File: src/rtl/chaotic_pkg.sv
// Shared fixed-point format of the Lorenz state and the packer FSM encoding.
package chaotic_pkg;

  localparam int integerBits  = 6;
  localparam int fractionBits = 25;
  localparam int totalBits    = 1 + integerBits + fractionBits;

  typedef enum logic [1:0] {
    IDLE   = 2'd0,
    WARMUP = 2'd1,
    RUN    = 2'd2
  } state_t;

endpackage

File: src/rtl/chaotic_keystream_packer_key_fifo.sv
// First-word-fall-through synchronous FIFO; head entry is visible whenever non-empty.
// A write into a full FIFO is accepted only when a pop happens on the same edge.
module key_fifo #(
  parameter int W     = 32,
  parameter int DEPTH = 8
) (
  input  logic         clk,
  input  logic         rst_n,
  input  logic         i_wr,
  input  logic [W-1:0] i_wdata,
  input  logic         i_rd,
  output logic [W-1:0] o_rdata,
  output logic         o_full,
  output logic         o_empty
);

  localparam int AW = $clog2(DEPTH);

  logic [W-1:0] r_mem [DEPTH];
  logic [AW:0]  r_wptr;
  logic [AW:0]  r_rptr;
  logic         w_push;
  logic         w_pop;

  // Extra pointer MSB separates full (MSBs differ) from empty (pointers equal).
  assign o_empty = (r_wptr == r_rptr);
  assign o_full  = (r_wptr[AW] != r_rptr[AW]) && (r_wptr[AW-1:0] == r_rptr[AW-1:0]);
  assign w_pop   = i_rd && !o_empty;
  assign w_push  = i_wr && (!o_full || w_pop);
  assign o_rdata = r_mem[r_rptr[AW-1:0]];

  always_ff @(posedge clk) begin
    if (w_push) begin
      r_mem[r_wptr[AW-1:0]] <= i_wdata;
    end
  end

  always_ff @(posedge clk or negedge rst_n) begin
    if (!rst_n) begin
      r_wptr <= '0;
      r_rptr <= '0;
    end else begin
      if (w_push) r_wptr <= r_wptr + 1'b1;
      if (w_pop)  r_rptr <= r_rptr + 1'b1;
    end
  end

endmodule

File: src/rtl/chaotic_keystream_packer.sv
// Turns each Lorenz state update into an XOR key byte, packs bytes little-endian
// into words and streams them out of an FWFT FIFO as an AXI-Stream master.
module chaotic_keystream_packer
  import chaotic_pkg::*;
#(
  parameter int totalBits    = 1 + integerBits + fractionBits,
  parameter int extractBits  = 8,
  parameter int outBits      = 32,
  parameter int fifoDepth    = 8,
  parameter int discardCount = 16
) (
  input  logic                 clkSlow,
  input  logic                 rst_n,
  input  logic                 enable,
  input  logic [totalBits-1:0] x0,
  input  logic [totalBits-1:0] y0,
  input  logic [totalBits-1:0] z0,
  output logic [outBits-1:0]   m_tdata,
  output logic                 m_tvalid,
  input  logic                 m_tready,
  output logic [15:0]          dropCount,
  output logic                 busy
);

  localparam int BytesPerWord = outBits / extractBits;
  localparam int CntW         = (BytesPerWord > 1) ? $clog2(BytesPerWord) : 1;

  logic [totalBits-1:0]   r_x_prev;
  logic [totalBits-1:0]   r_y_prev;
  logic [totalBits-1:0]   r_z_prev;
  logic                   w_new_sample;
  logic [extractBits-1:0] w_key_byte;
  logic [outBits-1:0]     w_byte_ext;
  logic [outBits-1:0]     w_word;
  state_t                 r_state;
  state_t                 w_state_next;
  logic [15:0]            r_warm;
  logic [CntW-1:0]        r_cnt;
  logic [outBits-1:0]     r_shift;
  logic [15:0]            r_drop;
  logic                   w_accept;
  logic                   w_word_done;
  logic                   w_fifo_full;
  logic                   w_fifo_empty;
  logic                   w_pop;
  logic [outBits-1:0]     w_fifo_rdata;

  assign w_new_sample = (x0 != r_x_prev) || (y0 != r_y_prev) || (z0 != r_z_prev);
  assign w_key_byte   = x0[extractBits-1:0] ^ y0[extractBits-1:0] ^ z0[extractBits-1:0];

  always_comb begin
    w_byte_ext                    = '0;
    w_byte_ext[extractBits-1:0]   = w_key_byte;
  end

  // The partial word is cleared on completion, so OR-ing the new byte into its lane suffices.
  assign w_word      = r_shift | (w_byte_ext << (r_cnt * extractBits));
  assign w_word_done = w_accept && (r_cnt == CntW'(BytesPerWord - 1));

  always_comb begin
    w_state_next = r_state;
    w_accept     = 1'b0;
    case (r_state)
      IDLE: begin
        if (enable) w_state_next = (discardCount == 0) ? RUN : WARMUP;
      end
      WARMUP: begin
        if (!enable)                             w_state_next = IDLE;
        else if (w_new_sample && r_warm <= 16'd1) w_state_next = RUN;
      end
      RUN: begin
        if (!enable) w_state_next = IDLE;
        else         w_accept     = w_new_sample;
      end
      default: w_state_next = IDLE;
    endcase
  end

  always_ff @(posedge clkSlow or negedge rst_n) begin
    if (!rst_n) r_state <= IDLE;
    else        r_state <= w_state_next;
  end

  always_ff @(posedge clkSlow or negedge rst_n) begin
    if (!rst_n) begin
      r_x_prev <= '0;
      r_y_prev <= '0;
      r_z_prev <= '0;
      r_warm   <= '0;
      r_cnt    <= '0;
      r_shift  <= '0;
      r_drop   <= '0;
    end else begin
      r_x_prev <= x0;
      r_y_prev <= y0;
      r_z_prev <= z0;

      if (r_state == IDLE && enable) begin
        r_warm <= 16'(discardCount);
      end else if (r_state == WARMUP && enable && w_new_sample && r_warm != 16'd0) begin
        r_warm <= r_warm - 1'b1;
      end

      if (!enable) begin
        r_cnt   <= '0;
        r_shift <= '0;
      end else if (w_accept) begin
        if (w_word_done) begin
          r_cnt   <= '0;
          r_shift <= '0;
        end else begin
          r_cnt   <= r_cnt + 1'b1;
          r_shift <= w_word;
        end
      end

      if (w_word_done && w_fifo_full && !w_pop && r_drop != 16'hFFFF) begin
        r_drop <= r_drop + 1'b1;
      end
    end
  end

  key_fifo #(
    .W     (outBits),
    .DEPTH (fifoDepth)
  ) u_key_fifo (
    .clk     (clkSlow),
    .rst_n   (rst_n),
    .i_wr    (w_word_done),
    .i_wdata (w_word),
    .i_rd    (w_pop),
    .o_rdata (w_fifo_rdata),
    .o_full  (w_fifo_full),
    .o_empty (w_fifo_empty)
  );

  assign w_pop     = !w_fifo_empty && m_tready;
  assign m_tvalid  = !w_fifo_empty;
  assign m_tdata   = w_fifo_empty ? '0 : w_fifo_rdata;
  assign dropCount = r_drop;
  assign busy      = (r_state != IDLE);

endmodule
File: config.mk
export PLATFORM = sky130hd
export DESIGN_NAME = chaotic_keystream_packer
export DESIGN_NICKNAME = d
export VERILOG_FILES = /design/src/rtl/chaotic_pkg.sv /design/src/rtl/chaotic_keystream_packer_key_fifo.sv /design/src/rtl/chaotic_keystream_packer.sv
export SDC_FILE = /design/constraint.sdc
export NUM_CORES = 1
export LEC_CHECK = 0
export ABC_AREA = 0
export BUFFER_PORTS_ARGS = -buffer_cell sky130_fd_sc_hd__buf_2
export CELL_PAD_IN_SITES_DETAIL_PLACEMENT = 1
export CELL_PAD_IN_SITES_GLOBAL_PLACEMENT = 1
export CORE_ASPECT_RATIO = 1.25
export CORE_UTILIZATION = 35
export CTS_CLUSTER_SIZE = 14
export DETAILED_ROUTE_END_ITERATION = 10
export PLACE_DENSITY_LB_ADDON = 0.08
export SYNTH_ARGS = -nofsm -noshare
export SYNTH_HDL_FRONTEND = slang
export SYNTH_HIERARCHICAL = 1
export SYNTH_SLANG_ARGS = --single-unit
File: constraint.sdc
create_clock -name clkSlow -period 13.15 [get_ports clkSlow]
set_clock_uncertainty 0.1 [all_clocks]
set_input_delay 1.315 -clock clkSlow [delete_from_list [all_inputs] [get_ports clkSlow]]
set_output_delay 1.315 -clock clkSlow [all_outputs]
set_load 0.01 [all_outputs]
==> results.json <==
{
  "status": "complete, no violations",
  "rsz0062_at_grt": "no",
  "powerDensity_mw_per_mm2": 141,
  "start_util": 0.356,
  "cts_buffer_depth": 3,
  "place_hpwl_mm": 24.8,
  "fp.dieW_microns": 203,
  "setup_viol_count_final": 0,
  "synth_area_sq_mm": 0.0176,
  "drt-initial-drc-count": 472,
  "syn_inst": 1077,
  "wire_per_inst_microns": 20.2,
  "crit_arrival_ns": 3.43,
  "cts_tree": "done",
  "numPortBuffers": 149,
  "path_max_fanout": 41,
  "critical_path.startpoint": "u_key_fifo/r_rptr[0]",
  "coreArea_sq_mm": 0.0495,
  "hp-class": "reg -> reg",
  "dr.pass1.iters": 5,
  "grt_start_max_net_pins": 68,
  "hold_viol_final": 0,
  "pwr-share-clk": 0.423,
  "chipHeight_microns": 253,
  "drc": 0,
  "p_comb_frac": 0.063,
  "ff2ff_path_depth": 8,
  "vias_per_cell": 4.90,
  "clk_latency_ns": 0.57,
  "synth-compound-area-share": 0.0281,
  "postSynthAreaPerCell_sq_um": 16.4,
  "pin_count": 150,
  "swShare": 0.226,
  "synth_top_family_by_area": "multiplexers",
  "grt_pass1_vias": 10600,
  "yosysSeqAreaShare": 0.680,
  "cts_root_buf": "clkbuf_16",
  "antenna_found_initial": 7,
  "synth_xor_area_frac": 0.0680,
  "crit_type": "reg -> out",
  "hold_buffers": 0,
  "syn_nets": 1183,
  "gp_congestion": 0.681,
  "fin_crit_sh": 0.368,
  "p_int_mw": 2.24,
  "fill_cells": 5003,
  "nets": 1349,
  "crit-reg2reg-launch": "u_key_fifo/r_rptr[2]",
  "cts.sinks": 428,
  "synth_mux_area_frac": 0.125,
  "htreeDepth": 2,
  "grt_usage": 0.159,
  "synth_warnings": 6,
  "finalPower_mw": 2.89,
  "regToRegSetupSlack_ns": 8.91,
  "synth-edff-count": 256,
  "synth-simple-area-share": 0.0767,
  "final_common_cell": "edfxtp_1",
  "worst_pin_slew_ns": 1.02,
  "postCtsResizedCells": 0,
  "crit_end": "m_tdata[16]",
  "critPathLaunchType": "flip-flop",
  "cts_setup_buffers": 0,
  "leakagePower_nw": 7.75,
  "cts_buffers": 45,
  "max-slew-margin-rel": 0.318,
  "fin_crit_ns": 4.84,
  "routed_wl_mm": 39.1,
  "worst_ep_required_time_ns": 11.73,
  "worstHoldStart": "r_shift[29]",
  "async_reset_ff_frac": 0.402,
  "vias": 9468,
  "overflow": 0,
  "vdd_drop_max_v": 0.000103,
  "layout_common_cells": "256 x edfxtp_1, 169 x dfrtp_1, 148 x buf_2, 112 x xor2_1, 78 x nand2_1",
  "drive_gt1_frac": 0.260,
  "cts.clk_slew.worst_paths_ns": 0.06,
  "synth_ff_type": "edfxtp_1",
  "p_sw_mw": 0.653,
  "fmax_ghz": 0.207,
  "grt_pass1_wl_mm": 62.1,
  "drtAntennaViolNets": 0,
  "tns_ns": 0,
  "max-cap-violations": 0,
  "drv_slew": 0,
  "synth_fa_ha_area_frac": 0.00426,
  "synth.distinct_cells": 51,
  "r2r_end": "u_key_fifo/r_mem[0][23]",
  "seqPwrFrac": 0.514,
  "die_area_sq_mm": 0.0513,
  "crit_path_end_kind": "primary output",
  "area_growth_syn_to_layout_pct": 16.2,
  "ys_ff_latch": 428,
  "fp-row-count": 91
}
[synth_stat cells, types with 2 or more instances]
master / instances / area (sq um)
a21o_1: 34 / 255
a21oi_1: 8 / 40.0
and2_1: 4 / 25.0
and3_1: 3 / 18.8
buf_1: 3 / 11.3
buf_12: 3 / 60.1
buf_2: 12 / 60.1
buf_4: 2 / 15.0
buf_6: 8 / 90.1
clkbuf_1: 17 / 63.8
dfrtp_1: 172 / 4300
edfxtp_1: 256 / 7690
ha_1: 6 / 75.1
inv_1: 5 / 18.8
mux2_1: 3 / 33.8
mux2_2: 32 / 360
mux2i_1: 33 / 330
mux4_1: 9 / 236
mux4_2: 55 / 1240
nand2_1: 78 / 293
nand2b_1: 2 / 12.5
nand3_1: 13 / 65.1
nand3b_1: 3 / 22.5
nand4_1: 11 / 68.8
nor2_1: 22 / 82.6
nor2b_1: 37 / 231
nor3_1: 19 / 95.1
nor3b_1: 6 / 45.0
nor4_1: 34 / 213
nor4b_1: 2 / 17.5
o211ai_1: 3 / 22.5
o21a_1: 8 / 60.1
o21ai_0: 6 / 30.0
o311ai_1: 3 / 26.3
o31ai_1: 4 / 30.0
or2_2: 2 / 12.5
or3_1: 8 / 50.1
or4_1: 3 / 22.5
xnor2_1: 25 / 219
xor2_1: 112 / 981
[power by group through the flow]
stage	registers, mW	clock network (mW)	logic [mW]
6_report	1.49	1.22	0.181
4_1_cts	1.49	1.27	0.188
5_1_grt	1.49	1.32	0.206
3_5_place_dp	1.51	0	0.187
3_3_place_gp	1.51	0	0.183
2_1_floorplan	1.51	0	0.113
[state kept, by name, indices dropped and copies added, names as in the netlist]
| register | count |
|---|---|
| r_warm | 16 |
| r_shift | 32 |
| r_z_prev | 32 |
| r_x_prev | 32 |
| dropCount | 16 |
| r_y_prev | 32 |
| u_key_fifo/r_wptr | 4 |
| r_cnt | 2 |
| r_state | 2 |
| u_key_fifo/r_mem | 256 |
| u_key_fifo/r_rptr | 4 |
[worst min path at each step]
stage	end	slack [ns]	depth (start not counted)
after CTS	r_warm[4]	0.39	1
after global routing	r_warm[11]	0.41	1
final	r_shift[29]	0.39	1
after global placement	r_warm[4]	0.37	1
after floorplan	r_warm[11]	0.34	1
after detailed placement	r_warm[4]	0.38	1
[cells by family after synthesis]
| logic type | count (synthesis) |
|---|---|
| DFF | 428 |
| and+or+nand+nor | 254 |
| xor gates and xnor gates | 137 |
| muxes | 132 |
| AOI/OAI and AO/OA | 70 |
| buffers and inverters | 50 |
| adders and majority gates | 6 |
[layer usage]
layer	track usage	vias to the layer above	wire, microns	share of wire
met4	0.0410	4	576	0.015
li1	-	4372	-	-
met2	0.276	162	19900	0.51
met1	0.199	4890	16800	0.43
met5	0	-	23	0.00059
met3	0.0368	40	1750	0.045
[through the flow]
stage,area [sq um],worst slack [ns],cells,util,hold WS (ns)
3_3_place_gp,19100,8.31,1847,0.385,0.371
6_report,20500,8.31,1932,0.414,0.388
3_5_place_dp,19100,8.27,1847,0.385,0.382
5_1_grt,20500,7.99,1930,0.414,0.409
4_1_cts,20500,8.10,1929,0.414,0.391
2_1_floorplan,17600,6.64,1077,-,0.343
[cell type report]
type	count	area, sq um	share of cell area
well taps	651	815	0.0397
multi-input cells	599	5390	0.263
diodes	3	7.51	0.000366
clock inverters	24	188	0.00916
inverters	5	18.8	0.000916
flip-flops and latches	428	12000	0.585
repair buffers	164	865	0.0422
clock buffers	58	1220	0.0594
[critical path, cell delays in order (launching register included)]
cell and delay [ns]:
dfrtp_4 0.79, buf_4 0.77, mux4_1 0.68, mux2_2 0.28
nor2b_1 0.12, buf_2 0.17
Power figures use the tool's default switching activity.
